--- src/rtl/ppi_pkg.sv ---
// Shared PPI definitions: control-word bit positions, port C bit indices
// and the control-word decode used by the group A port.
package ppi_pkg;

  localparam int unsigned CW_WIDTH    = 8;
  localparam int unsigned CW_MODE_SET = 7;
  localparam int unsigned CW_MODE_A   = 5;  // group A mode field occupies [6:5]
  localparam int unsigned CW_MODE_A_W = 2;
  localparam int unsigned CW_DIR_A    = 4;

  localparam int unsigned PC_INTR_A = 3;
  localparam int unsigned PC_STB_A  = 4;
  localparam int unsigned PC_IBF_A  = 5;
  localparam int unsigned PC_ACK_A  = 6;
  localparam int unsigned PC_OBF_A  = 7;

  typedef struct packed {
    logic       mode_set;  // mode 0/1 set; mode 2 requests never assert this
    logic       mode1;
    logic       dir_in;
    logic       bsr;       // port C bit set/reset
    logic [2:0] bit_idx;
    logic       bit_val;
  } cw_dec_t;

  function automatic cw_dec_t cw_decode(input logic [CW_WIDTH-1:0] w);
    cw_dec_t d;
    d.mode_set = w[CW_MODE_SET] & ~w[CW_MODE_A + CW_MODE_A_W - 1];
    d.mode1    = w[CW_MODE_A];
    d.dir_in   = w[CW_DIR_A];
    d.bsr      = ~w[CW_MODE_SET];
    d.bit_idx  = w[3:1];
    d.bit_val  = w[0];
    return d;
  endfunction

endpackage

--- src/rtl/ppi_sync_edge.sv ---
// Reset-to-1 synchronizer with fall/rise pulses. Edges are only reported
// once a genuine high level has passed through the chain after reset.
module ppi_sync_edge #(
  parameter int unsigned STAGES = 2
) (
  input  logic clk,
  input  logic Reset,
  input  logic d,
  output logic fall_c,
  output logic rise_c
);

  logic [STAGES-1:0] sync_q;
  logic [STAGES-1:0] vld_q;
  logic              prev_q;
  logic              armed_q;

  always_ff @(posedge clk) begin
    if (Reset) begin
      sync_q  <= '1;
      vld_q   <= '0;
      prev_q  <= 1'b1;
      armed_q <= 1'b0;
    end else begin
      sync_q <= {sync_q[STAGES-2:0], d};
      vld_q  <= {vld_q[STAGES-2:0], 1'b1};
      prev_q <= sync_q[STAGES-1];
      if (vld_q[STAGES-1] && sync_q[STAGES-1]) armed_q <= 1'b1;
    end
  end

  assign fall_c = armed_q & prev_q & ~sync_q[STAGES-1];
  assign rise_c = armed_q & ~prev_q & sync_q[STAGES-1];

endmodule

--- src/rtl/ppi_group_a_port.sv ---
// 8255-style group A: control-word fields, port A latches and the mode 1
// STB/IBF/INTR (input) and OBF/ACK/INTR (output) handshakes.
module ppi_group_a_port
  import ppi_pkg::*;
#(
  parameter int unsigned DW          = 8,
  parameter int unsigned SYNC_STAGES = 2
) (
  input  logic          clk,
  input  logic          Reset,
  input  logic          wr_strobe,
  input  logic          rd_strobe,
  input  logic          sel_a,
  input  logic          sel_ctrl,
  input  logic [DW-1:0] din,
  input  logic [DW-1:0] pa_in,
  input  logic          stb_n,
  input  logic          ack_n,
  output logic [DW-1:0] dout,
  output logic [DW-1:0] pa_out,
  output logic          pa_oe,
  output logic          ibf,
  output logic          obf_n,
  output logic          intr,
  output logic          mode1,
  output logic          dir_in
);

  logic          stb_fall_c, stb_rise_c, ack_fall_c, ack_rise_c;
  logic          bus_ok_c, wr_a_c, rd_a_c, wr_ctrl_c, hs_in_c, hs_out_c;
  logic [DW-1:0] rd_data_c;
  logic [DW-1:0] pa_in_q;
  logic [DW-1:0] latch_q;
  logic          inte_in, inte_out;
  cw_dec_t       cw_c;

  ppi_sync_edge #(.STAGES(SYNC_STAGES)) u_stb_sync (
    .clk    (clk),
    .Reset  (Reset),
    .d      (stb_n),
    .fall_c (stb_fall_c),
    .rise_c (stb_rise_c)
  );

  ppi_sync_edge #(.STAGES(SYNC_STAGES)) u_ack_sync (
    .clk    (clk),
    .Reset  (Reset),
    .d      (ack_n),
    .fall_c (ack_fall_c),
    .rise_c (ack_rise_c)
  );

  // Simultaneous read and write strobes are a bus protocol error and are dropped.
  assign bus_ok_c  = ~(wr_strobe & rd_strobe);
  assign wr_a_c    = wr_strobe & sel_a & bus_ok_c;
  assign rd_a_c    = rd_strobe & sel_a & bus_ok_c;
  assign wr_ctrl_c = wr_strobe & sel_ctrl & bus_ok_c;
  assign hs_in_c   = mode1 & dir_in;
  assign hs_out_c  = mode1 & ~dir_in;
  assign cw_c      = cw_decode(din[CW_WIDTH-1:0]);

  always_comb begin
    rd_data_c = pa_out;
    if (dir_in) rd_data_c = mode1 ? latch_q : pa_in_q;
  end

  // Later assignments take priority: mode set overrides any handshake event.
  always_ff @(posedge clk) begin
    if (Reset) begin
      dout     <= '0;
      pa_out   <= '0;
      pa_oe    <= 1'b0;
      dir_in   <= 1'b1;
      mode1    <= 1'b0;
      ibf      <= 1'b0;
      obf_n    <= 1'b1;
      intr     <= 1'b0;
      inte_in  <= 1'b0;
      inte_out <= 1'b0;
      latch_q  <= '0;
      pa_in_q  <= '0;
    end else begin
      pa_in_q <= pa_in;

      if (rd_a_c) dout <= rd_data_c;
      if (wr_a_c && !dir_in) pa_out <= din;

      if (hs_in_c) begin
        if (rd_a_c) begin
          ibf  <= 1'b0;
          intr <= 1'b0;
        end else if (stb_rise_c && ibf && inte_in) begin
          intr <= 1'b1;
        end
        if (stb_fall_c) begin
          latch_q <= pa_in;
          ibf     <= 1'b1;
        end
      end

      if (hs_out_c) begin
        if (wr_a_c) begin
          obf_n <= 1'b0;
          intr  <= 1'b0;
        end else begin
          if (ack_fall_c) obf_n <= 1'b1;
          if (ack_rise_c && obf_n && inte_out) intr <= 1'b1;
        end
      end

      if (wr_ctrl_c && cw_c.bsr) begin
        if (cw_c.bit_idx == 3'(PC_STB_A)) inte_in  <= cw_c.bit_val;
        if (cw_c.bit_idx == 3'(PC_ACK_A)) inte_out <= cw_c.bit_val;
      end

      if (wr_ctrl_c && cw_c.mode_set) begin
        mode1    <= cw_c.mode1;
        dir_in   <= cw_c.dir_in;
        pa_oe    <= ~cw_c.dir_in;
        pa_out   <= '0;
        ibf      <= 1'b0;
        obf_n    <= 1'b1;
        intr     <= 1'b0;
        inte_in  <= 1'b0;
        inte_out <= 1'b0;
      end
    end
  end

endmodule

--- config.mk ---
export PLATFORM = sky130hd
export DESIGN_NAME = ppi_group_a_port
export DESIGN_NICKNAME = d
export VERILOG_FILES = /design/src/rtl/ppi_pkg.sv /design/src/rtl/ppi_sync_edge.sv /design/src/rtl/ppi_group_a_port.sv
export SDC_FILE = /design/constraint.sdc
export NUM_CORES = 1
export LEC_CHECK = 0
export CAP_MARGIN = 30
export CORE_MARGIN = 2
export CORE_UTILIZATION = 28
export DETAILED_ROUTE_END_ITERATION = 10
export PLACE_DENSITY = 0.56
export SETUP_SLACK_MARGIN = 0.1
export SLEW_MARGIN = 40
export SYNTH_ARGS = -nofsm -noshare
export SYNTH_HDL_FRONTEND = slang
export SYNTH_SLANG_ARGS = --single-unit
export TNS_END_PERCENT = 30
--- constraint.sdc ---
create_clock -name clk -period 1.81 [get_ports clk]
set_clock_uncertainty 0.05 [all_clocks]
set_input_delay 0.2715 -clock clk [delete_from_list [all_inputs] [get_ports clk]]
set_output_delay 0.2715 -clock clk [all_outputs]
set_load 0.02 [all_outputs]
==> load_flow_metrics.sql, run 1 <==
INSERT INTO impl_metrics (metric_group, metric, value, unit) VALUES
('timing', 'maxSlewViolCount', '0', ''),
('worst_setup_path', 'criticalPathCategory', 'flop to output pin', ''),
('timing', 'worst_case_headroom_to_the_max_slew_limit', '0.755', ''),
('power_and_ir_drop', 'fin_total_pwr', '2070', 'uW'),
('timing', 'period_share', '0.901', ''),
('yosys', 'synth_area_leader_cell', 'dfxtp_1', ''),
('yosys', 'part_of_the_yosys_area_used_for_sequential_elements', '0.526', ''),
('layout', 'finalNetCount', '262', ''),
('worst_setup_path', 'critical_path.startpoint_type', 'flop', ''),
('min_path', 'hold_path_depth', '1', ''),
('worst_setup_path', 'timing.reg2reg.setup_slack', '380', 'ps'),
('timing', 'setup_viol', '0', ''),
('place', 'buffer_ports.inserted', '45', ''),
('status', 'status', 'finished clean', ''),
('power_and_ir_drop', 'power-per-cell-area', '803', 'nW/um^2'),
('yosys', 'synthFlopType', 'dfxtp_1', ''),
('global_route', 'antenna_found_initial', '0', ''),
('clock_network', 'ctsLongestPathBuffers', '2', ''),
('yosys', 'synth_seq_cells', '50', ''),
('floorplan', 'start_util', '0.285', ''),
('yosys', 'synthesis.instances', '190', ''),
('global_route', 'number_of_global_route_vias_before_repair', '1314', ''),
('yosys', 'post_synth.cell_area_avg', '10.0', 'um^2'),
('clock_network', 'cts-buffers-inserted', '5', ''),
('floorplan', 'dieWidth', '86.4', 'um'),
('timing', 'max_slew.worst_pin.slew', '364', 'ps'),
('worst_setup_path', 'crit_fanout', '3', ''),
('clock_network', 'clk-insertion-delay-late', '300', 'ps'),
('detailed_routing', 'drtPass1Iterations', '4', ''),
('floorplan', 'num_io_pins', '46', ''),
('floorplan', 'die-area', '7470', 'um^2'),
('global_route', 'maximum_number_of_pins_on_one_net_before_global_route_repair', '37', ''),
('clock_network', 'post-cts-setup-buffer-count', '0', ''),
('timing', 'setup-tns-final', '0', 'ps'),
('detailed_routing', 'first_iter_violations', '49', ''),
('worst_setup_path', 'sequence_of_cells_on_the_critical_path', 'clkdlybuf4s50_1', ''),
('detailed_routing', 'vias', '1409', ''),
('yosys', 'yosysWarningCount', '0', ''),
('clock_network', 'tritoncts_num_sinks', '50', ''),
('clock_network', 'cts_hold_repair.buffers', '0', ''),
('power_and_ir_drop', 'p_leak', '0.000929', 'uW'),
('global_route', 'grt_util_all_layers', '0.113', ''),
('floorplan', 'placement_rows', '30', ''),
('yosys', 'syn_nets', '214', ''),
('clock_network', 'post_cts.resized_instances', '3', ''),
('timing', 'fmaxAchievable', '613', 'MHz'),
('floorplan', 'core', '6680', 'um^2'),
('yosys', 'synth_edf_count', '0', ''),
('place', 'detailed_place_hpwl', '3070', 'um'),
('worst_setup_path', 'timing.critical_path.required', '1490', 'ps'),
('detailed_routing', 'route.detailed.vias_per_inst', '4.42', ''),
('detailed_routing', 'remaining_drc_errors', '0', ''),
('detailed_routing', 'drtAntennaViolNets', '0', ''),
('yosys', 'mappedNetlistArea', '1900', 'um^2'),
('timing', 'final-hold-violation-count', '0', ''),
('yosys', 'unique_masters_post_synth', '27', ''),
('place', 'place.gp.congestion', '0.741', ''),
('timing', 'timing.final.crit_period', '1630', 'ps'),
('worst_setup_path', 'critPathLaunch', 'ibf$_SDFFE_PP0P_', ''),
('layout', 'antennaDiodeCount', '0', ''),
('layout', 'areaGrowthSynthToFinish', '35.8', '%'),
('worst_setup_path', 'worstPathArrival', '1310', 'ps'),
('floorplan', 'die_boundary_height', '86.4', 'um'),
('worst_setup_path', 'critPathCaptureType', 'output pin', ''),
('timing', 'finalHoldWorstSlack', '364', 'ps'),
('worst_setup_path', 'critical_path_buf_inv_count', '1', ''),
('yosys', 'synth_top_area_share', '0.526', ''),
('flow_run', 'max_cap_viol_count', '0', ''),
('min_path', 'hold_path_startpoint', 'u_stb_sync.sync_q[0]$_SDFF_PP1_', ''),
('clock_network', 'cts_root_buf', 'clkbuf_8', ''),
('detailed_routing', 'finalWirelength', '4130', 'um');
-- area by class of cell --
| type | count | area (um^2) | area share |
|---|---|---|---|
| clock buffers | 5 | 68.8 | 0.0266 |
| clock inverters | 3 | 45.0 | 0.0174 |
| inverters | 3 | 11.3 | 0.00436 |
| multi-input cells | 125 | 830 | 0.321 |
| flip-flops and latches | 50 | 1000 | 0.389 |
| well taps | 80 | 100 | 0.0388 |
| repair buffers | 53 | 524 | 0.203 |
-- logic make-up (layout without fill, tap and decap cells) --
kind of cell / count (synthesis) / in the layout / synth area share
AO/OA/AOI/OAI: 25 / 25 / 0.0849
flip-flops: 50 / 50 / 0.526
AND/OR/NAND/NOR: 73 / 73 / 0.206
buffers and inverters: 15 / 64 / 0.0408
multiplexers: 27 / 27 / 0.142
-- registers in the layout, summed over array words and instances (netlist names) --
name                cells
u_ack_sync.armed_q      1
obf_n                   1
latch_q                 8
pa_oe                   1
pa_in_q                 8
pa_out                  8
dir_in                  1
mode1                   1
u_stb_sync.prev_q       1
inte_in                 1
u_stb_sync.vld_q        2
u_stb_sync.sync_q       2
dout                    8
u_ack_sync.prev_q       1
u_ack_sync.sync_q       2
intr                    1
inte_out                1
u_stb_sync.armed_q      1
ibf                     1
-- where the power goes --
part	total [uW]	internal, uW	switching (uW)
Combinational	154	87.6	66.6
Clock	781	411	370
Sequential	1140	1130	13.1
-- routing by layer --
| metal | global-route usage | share of wire | vias up |
|---|---|---|---|
| met1 | 0.148 | 0.49 | 627 |
| met3 | 0.0343 | 0.062 | 7 |
| met5 | 0 | 0 | - |
| met4 | 0.0426 | 0.012 | 0 |
| met2 | 0.176 | 0.43 | 35 |
| li1 | - | - | 740 |
-- stage by stage --
stage	util	setup WS, ps	cells	area, um^2
final	0.387	179	319	2580
after floorplan	-	298	190	1900
after CTS	0.386	97.1	319	2580
after global placement	0.369	46.8	311	2460
after detailed placement	0.369	18.7	311	2460
after global routing	0.387	106	319	2580
-- layout by cell type (no fill, tap or decap), types with 2 or more instances in the layout --
cell type,n
a211oi_1,8
a21oi_1,11
buf_4,7
clkbuf_8,5
clkdlybuf4s50_1,43
clkinvlp_4,2
dfxtp_1,48
dfxtp_2,2
inv_1,3
mux2i_1,27
nand2_1,3
nand2b_1,2
nand3b_1,2
nor2_1,40
nor2b_1,9
nor3b_2,2
nor4_1,2
o21a_1,2
o21ai_0,2
or2_2,7
-- how the worst max path moves through the flow --
stage / endpoint / slack [ps] / depth (start not counted)
3_5_place_dp: obf_n$_SDFFE_PP1P_ / 20 / 5
5_1_grt: pa_out[5] / 110 / 1
4_1_cts: dir_in / 100 / 1
2_1_floorplan: intr$_SDFF_PP0_ / 300 / 4
6_report: ibf / 180 / 1
3_3_place_gp: obf_n$_SDFFE_PP1P_ / 50 / 5
Note: power is estimated with default switching activity, not from simulation.
==> run 2, diff against run 1 <==
Settings changed: CORE_UTILIZATION 28 to 45, HOLD_SLACK_MARGIN from default to 0.05, PLACE_DENSITY 0.56 to 0.74.
==> load_flow_metrics.sql, run 2 (synthesis results as in run 1) <==
INSERT INTO impl_metrics (metric_group, metric, value, unit) VALUES
('global_route', 'antenna_found_initial', '0', ''),
('floorplan', 'core', '4030', 'um^2'),
('clock_network', 'post-cts-setup-buffer-count', '0', ''),
('min_path', 'hold_path_startpoint', 'u_ack_sync.sync_q[0]$_SDFF_PP1_', ''),
('timing', 'worst_case_headroom_to_the_max_slew_limit', '0.774', ''),
('worst_setup_path', 'startpoint_of_the_most_critical_register_to_register_path', 'dir_in$_SDFFE_PP1P_', ''),
('timing', 'fmaxAchievable', '604', 'MHz'),
('global_route', 'grt_util_all_layers', '0.174', ''),
('detailed_routing', 'remaining_drc_errors', '0', ''),
('global_route', 'number_of_global_route_vias_before_repair', '1403', ''),
('clock_network', 'cts-htree-levels', '2', ''),
('global_route', 'grt_remaining_overflow', '0', ''),
('floorplan', 'dieWidth', '69.0', 'um'),
('timing', 'setup_viol', '0', ''),
('place', 'detailed_place_hpwl', '2820', 'um'),
('timing', 'finalWorstSetupSlack', '155', 'ps'),
('worst_setup_path', 'criticalPathCategory', 'flop to output pin', ''),
('clock_network', 'clk_pin_slew_worst_paths', '100', 'ps'),
('min_path', 'hold_path_depth', '1', ''),
('layout', 'postLayoutCoreUtil', '0.636', ''),
('worst_setup_path', 'critical_path.startpoint_type', 'flop', ''),
('place', 'place.gp.congestion', '0.711', ''),
('worst_setup_path', 'sequence_of_cells_on_the_critical_path', 'clkdlybuf4s50_1', ''),
('detailed_routing', 'vias', '1427', ''),
('timing', 'max_slew.worst_pin.slew', '337', 'ps'),
('layout', 'drive_above_1_share', '0.129', ''),
('clock_network', 'tritoncts_num_sinks', '50', ''),
('detailed_routing', 'drtPass1Iterations', '4', ''),
('timing', 'setup_repair_after_global_routing_missed_its_margin', 'true', ''),
('timing', 'period_share', '0.914', ''),
('timing', 'setup-tns-final', '0', 'ps'),
('global_route', 'maximum_number_of_pins_on_one_net_before_global_route_repair', '37', ''),
('clock_network', 'clk-insertion-delay-late', '310', 'ps'),
('worst_setup_path', 'cpLargestDelayFamily', 'buffers and inverters', ''),
('flow_run', 'max_cap_viol_count', '0', ''),
('timing', 'maxSlewViolCount', '0', ''),
('floorplan', 'start_util', '0.472', ''),
('layout', 'post_layout_nonfiller_instances', '290', ''),
('floorplan', 'num_io_pins', '46', ''),
('status', 'status', 'finished clean', ''),
('worst_setup_path', 'worst_r2r_endpoint', 'latch_q[3]$_SDFFE_PP0P_', ''),
('clock_network', 'tritoncts', 'yes', ''),
('min_path', 'worstHoldPathType', 'flop to flop', ''),
('layout', 'areaGrowthSynthToFinish', '34.8', '%'),
('detailed_routing', 'first_iter_violations', '113', ''),
('clock_network', 'ctsLongestPathBuffers', '2', ''),
('layout', 'finalNetCount', '263', ''),
('detailed_routing', 'route.detailed.vias_per_inst', '4.92', ''),
('worst_setup_path', 'timing.critical_path.required', '1490', 'ps'),
('floorplan', 'die_boundary_height', '69.0', 'um'),
('detailed_routing', 'wl_per_cell', '13.3', 'um'),
('global_route', 'grt_first_pass_wirelength', '6510', 'um'),
('worst_setup_path', 'timing.reg2reg.setup_slack', '350', 'ps'),
('power_and_ir_drop', 'p_leak', '0.000950', 'uW'),
('floorplan', 'placement_rows', '23', ''),
('layout', 'most_common_library_cell_in_the_layout_ignoring_fill_and_taps', 'dfxtp_1', ''),
('power_and_ir_drop', 'power-per-cell-area', '812', 'nW/um^2'),
('detailed_routing', 'drtAntennaViolNets', '0', ''),
('place', 'pre_cts_ws', '-3.01', 'ps'),
('timing', 'timing.final.crit_period', '1650', 'ps'),
('clock_network', 'cts-buffers-inserted', '5', ''),
('place', 'placedCellCount', '282', ''),
('layout', 'fill_cells', '346', ''),
('detailed_routing', 'finalWirelength', '3850', 'um'),
('worst_setup_path', 'critical_path_buf_inv_count', '1', ''),
('worst_setup_path', 'critPathCaptureType', 'output pin', ''),
('layout', 'antennaDiodeCount', '0', ''),
('timing', 'final-hold-violation-count', '0', ''),
('worst_setup_path', 'worst_stage_delay_on_the_critical_path', '630', 'ps'),
('worst_setup_path', 'timing.reg2reg.worst_path_depth', '5', ''),
('place', 'buffer_ports.inserted', '45', ''),
('worst_setup_path', 'worstPathArrival', '1330', 'ps'),
('worst_setup_path', 'crit_fanout', '3', ''),
('layout', 'most-common-layout-cells', 'dfxtp_1 (49), clkdlybuf4s50_1 (43), nor2_1 (40)', ''),
('clock_network', 'cts_hold_repair.buffers', '0', ''),
('timing', 'finalHoldWorstSlack', '370', 'ps'),
('worst_setup_path', 'crit_path_top_delay_cell', 'clkdlybuf4s50_1', ''),
('power_and_ir_drop', 'worst_vdd_ir', '577', 'uV'),
('clock_network', 'cts_root_buf', 'clkbuf_8', ''),
('min_path', 'hold_path_end', 'u_ack_sync.sync_q[1]$_SDFF_PP1_', ''),
('floorplan', 'die-area', '4760', 'um^2');
run 2: power by group:
group	total [uW]	switching, uW	internal, uW
Combinational	159	66.6	92.1
Sequential	1140	12.4	1130
Clock	785	374	411
Total	2080	453	1630
run 2: timing repair:
action / 4_1_cts / 5_1_grt
endpoints found under the hold margin: 0 / 0
resized for setup: 2 / 1
endpoints found under the setup margin: 2 / 2
run 2: worst max-delay path by stage:
stage / start / endpoint / slack [ps] / cells past startpoint
final: pa_out[1]$_SDFFE_PP0P_ / pa_out[1] / 160 / 1
after global routing: pa_out[1]$_SDFFE_PP0P_ / pa_out[1] / 90 / 1
after CTS: mode1$_SDFFE_PP0P_ / mode1 / 80 / 1
after detailed placement: rd_strobe / pa_out[1]$_SDFFE_PP0P_ / -3 / 6
after global placement: rd_strobe / inte_out$_SDFFE_PP0P_ / 90 / 6
after floorplan: mode1$_SDFFE_PP0P_ / intr$_SDFF_PP0_ / 300 / 4
run 2: final cells by class:
type                            count  area [um^2]  share of cell area
Inverter                            3         11.3             0.00439
Clock inverter                      3         45.0              0.0176
Multi-Input combinational cell    125          830               0.324
Timing Repair Buffer               54          544               0.212
Sequential cell                    50         1000               0.391
Tap cell                           50         62.6              0.0244
Clock buffer                        5         68.8              0.0268
run 2: through the flow:
step	instance area (um^2)	power (uW)
2_1_floorplan	1900	1230
3_3_place_gp	2450	1320
3_5_place_dp	2450	1320
4_1_cts	2560	2100
5_1_grt	2560	2160
6_report	2560	2080
run 2: per-layer routing:
metal / share of wire / vias to the layer above / GRT usage
li1: - / 735 / -
met1: 0.48 / 647 / 0.219
met2: 0.44 / 38 / 0.265
met3: 0.049 / 7 / 0.0512
met4: 0.030 / 0 / 0.0959
met5: 0 / - / 0
==> run 3, diff against run 2 <==
Settings changed: SKIP_CTS_REPAIR_TIMING from default to 1.
==> load_flow_metrics.sql, run 3 (synthesis results as in run 1) <==
INSERT INTO impl_metrics (metric_group, metric, value, unit) VALUES
('flow_run', 'max_cap_viol_count', '0', ''),
('detailed_routing', 'vias', '1420', ''),
('floorplan', 'core', '4030', 'um^2'),
('worst_setup_path', 'criticalPathCategory', 'flop to output pin', ''),
('clock_network', 'cts-buffers-inserted', '5', ''),
('power_and_ir_drop', 'power-per-cell-area', '812', 'nW/um^2'),
('global_route', 'grt_first_pass_wirelength', '6490', 'um'),
('clock_network', 'cts_root_buf', 'clkbuf_8', ''),
('worst_setup_path', 'timing.reg2reg.setup_slack', '350', 'ps'),
('timing', 'setup_viol', '0', ''),
('worst_setup_path', 'timing.reg2reg.worst_path_depth', '5', ''),
('timing', 'max_slew.worst_pin.slew', '337', 'ps'),
('timing', 'timing.final.crit_period', '1720', 'ps'),
('worst_setup_path', 'critical_path_buf_inv_count', '1', ''),
('floorplan', 'placement_rows', '23', ''),
('worst_setup_path', 'critical_path.startpoint_type', 'flop', ''),
('worst_setup_path', 'crit_fanout', '8', ''),
('power_and_ir_drop', 'fin_total_pwr', '2080', 'uW'),
('detailed_routing', 'drtAntennaViolNets', '0', ''),
('min_path', 'hold_path_startpoint', 'u_ack_sync.sync_q[0]$_SDFF_PP1_', ''),
('worst_setup_path', 'critPathCaptureType', 'output pin', ''),
('timing', 'worst_case_headroom_to_the_max_slew_limit', '0.774', ''),
('clock_network', 'tritoncts', 'yes', ''),
('worst_setup_path', 'startpoint_of_the_most_critical_register_to_register_path', 'dir_in$_SDFFE_PP1P_', ''),
('min_path', 'hold_path_depth', '1', ''),
('worst_setup_path', 'timing.critical_path.required', '1490', 'ps'),
('layout', 'most_common_library_cell_in_the_layout_ignoring_fill_and_taps', 'dfxtp_1', ''),
('global_route', 'number_of_global_route_vias_before_repair', '1385', ''),
('global_route', 'antenna_found_initial', '0', ''),
('worst_setup_path', 'sequence_of_cells_on_the_critical_path', 'clkdlybuf4s50_1', ''),
('worst_setup_path', 'crit_path_top_delay_cell', 'clkdlybuf4s50_1', ''),
('min_path', 'hold_path_end', 'u_ack_sync.sync_q[1]$_SDFF_PP1_', ''),
('timing', 'fmaxAchievable', '582', 'MHz'),
('floorplan', 'die_boundary_height', '69.0', 'um'),
('clock_network', 'tritoncts_num_sinks', '50', ''),
('worst_setup_path', 'worstPathArrival', '1400', 'ps'),
('clock_network', 'clk_pin_slew_worst_paths', '90', 'ps'),
('detailed_routing', 'wl_per_cell', '13.3', 'um'),
('place', 'place.gp.congestion', '0.711', ''),
('worst_setup_path', 'worst_r2r_endpoint', 'latch_q[3]$_SDFFE_PP0P_', ''),
('global_route', 'grt_util_all_layers', '0.173', ''),
('worst_setup_path', 'cpLargestDelayFamily', 'buffers and inverters', ''),
('floorplan', 'num_io_pins', '46', ''),
('detailed_routing', 'first_iter_violations', '99', ''),
('floorplan', 'die-area', '4760', 'um^2'),
('place', 'buffer_ports.inserted', '45', ''),
('floorplan', 'dieWidth', '69.0', 'um'),
('clock_network', 'ctsLongestPathBuffers', '2', ''),
('clock_network', 'cts-htree-levels', '2', ''),
('timing', 'final-hold-violation-count', '0', ''),
('detailed_routing', 'drtPass1Iterations', '4', ''),
('global_route', 'maximum_number_of_pins_on_one_net_before_global_route_repair', '37', ''),
('timing', 'setup-tns-final', '0', 'ps'),
('status', 'status', 'finished clean', ''),
('timing', 'period_share', '0.949', ''),
('layout', 'most-common-layout-cells', 'dfxtp_1 (49), clkdlybuf4s50_1 (44), nor2_1 (40)', ''),
('layout', 'areaGrowthSynthToFinish', '34.9', '%'),
('timing', 'maxSlewViolCount', '0', ''),
('detailed_routing', 'finalWirelength', '3860', 'um'),
('floorplan', 'start_util', '0.472', ''),
('place', 'detailed_place_hpwl', '2820', 'um'),
('global_route', 'grt_remaining_overflow', '0', ''),
('layout', 'postLayoutCoreUtil', '0.637', ''),
('timing', 'finalHoldWorstSlack', '370', 'ps'),
('layout', 'post_layout_nonfiller_instances', '290', ''),
('detailed_routing', 'remaining_drc_errors', '0', ''),
('clock_network', 'clk-insertion-delay-late', '310', 'ps'),
('layout', 'antennaDiodeCount', '0', ''),
('layout', 'finalNetCount', '263', ''),
('timing', 'setup_repair_after_global_routing_missed_its_margin', 'true', ''),
('place', 'placedCellCount', '282', ''),
('power_and_ir_drop', 'worst_vdd_ir', '578', 'uV'),
('min_path', 'worstHoldPathType', 'flop to flop', ''),
('power_and_ir_drop', 'p_leak', '0.000934', 'uW'),
('worst_setup_path', 'worst_stage_delay_on_the_critical_path', '640', 'ps'),
('layout', 'drive_above_1_share', '0.129', ''),
('detailed_routing', 'route.detailed.vias_per_inst', '4.90', ''),
('worst_setup_path', 'critPathLaunch', 'mode1$_SDFFE_PP0P_', '');
## run 3: changes by cell type in the layout (fill, tap and decap cells not counted), sizes merged
cell / delta
clkdlybuf4s50: +1
dlygate4sd2: -1
## run 3: worst max-delay path by stage
stage | slack [ps] | cells after the start | end
after detailed placement | -3 | 6 | pa_out[1]$_SDFFE_PP0P_
after floorplan | 300 | 4 | intr$_SDFF_PP0_
after CTS | -60 | 1 | mode1
after global placement | 90 | 6 | inte_out$_SDFFE_PP0P_
after global routing | 20 | 1 | mode1
final | 90 | 1 | mode1
## run 3: final cells by class
cell class / count / area (um^2)
inverters: 3 / 11.3
clock buffers: 5 / 68.8
clock inverters: 3 / 45.0
well taps: 50 / 62.6
fillers: 345 / 1460
flip-flops and latches: 50 / 1000
multi-input cells: 125 / 830
repair buffers: 54 / 546
## run 3: where the power goes
part           internal [uW]  switching (uW)  leakage (uW)
Combinational           92.4            66.7      0.000475
Sequential              1130            12.5      0.000408
Clock                    411             375     0.0000504
Total                   1630             454      0.000934
## run 3: metal layers
layer / wire [um] / global-route usage / vias to the layer above
met5: 0 / 0 / -
met2: 1730 / 0.272 / 33
met1: 1870 / 0.217 / 645
li1: - / - / 737
met4: 82 / 0.0850 / 0
met3: 181 / 0.0497 / 5
## run 3: stage by stage
step	worst slack [ps]	cell area, um^2
4_1_cts	-63.9	2560
6_report	92.0	2560
5_1_grt	19.2	2560
3_3_place_gp	86.4	2450
3_5_place_dp	-3.01	2450
2_1_floorplan	298	1900
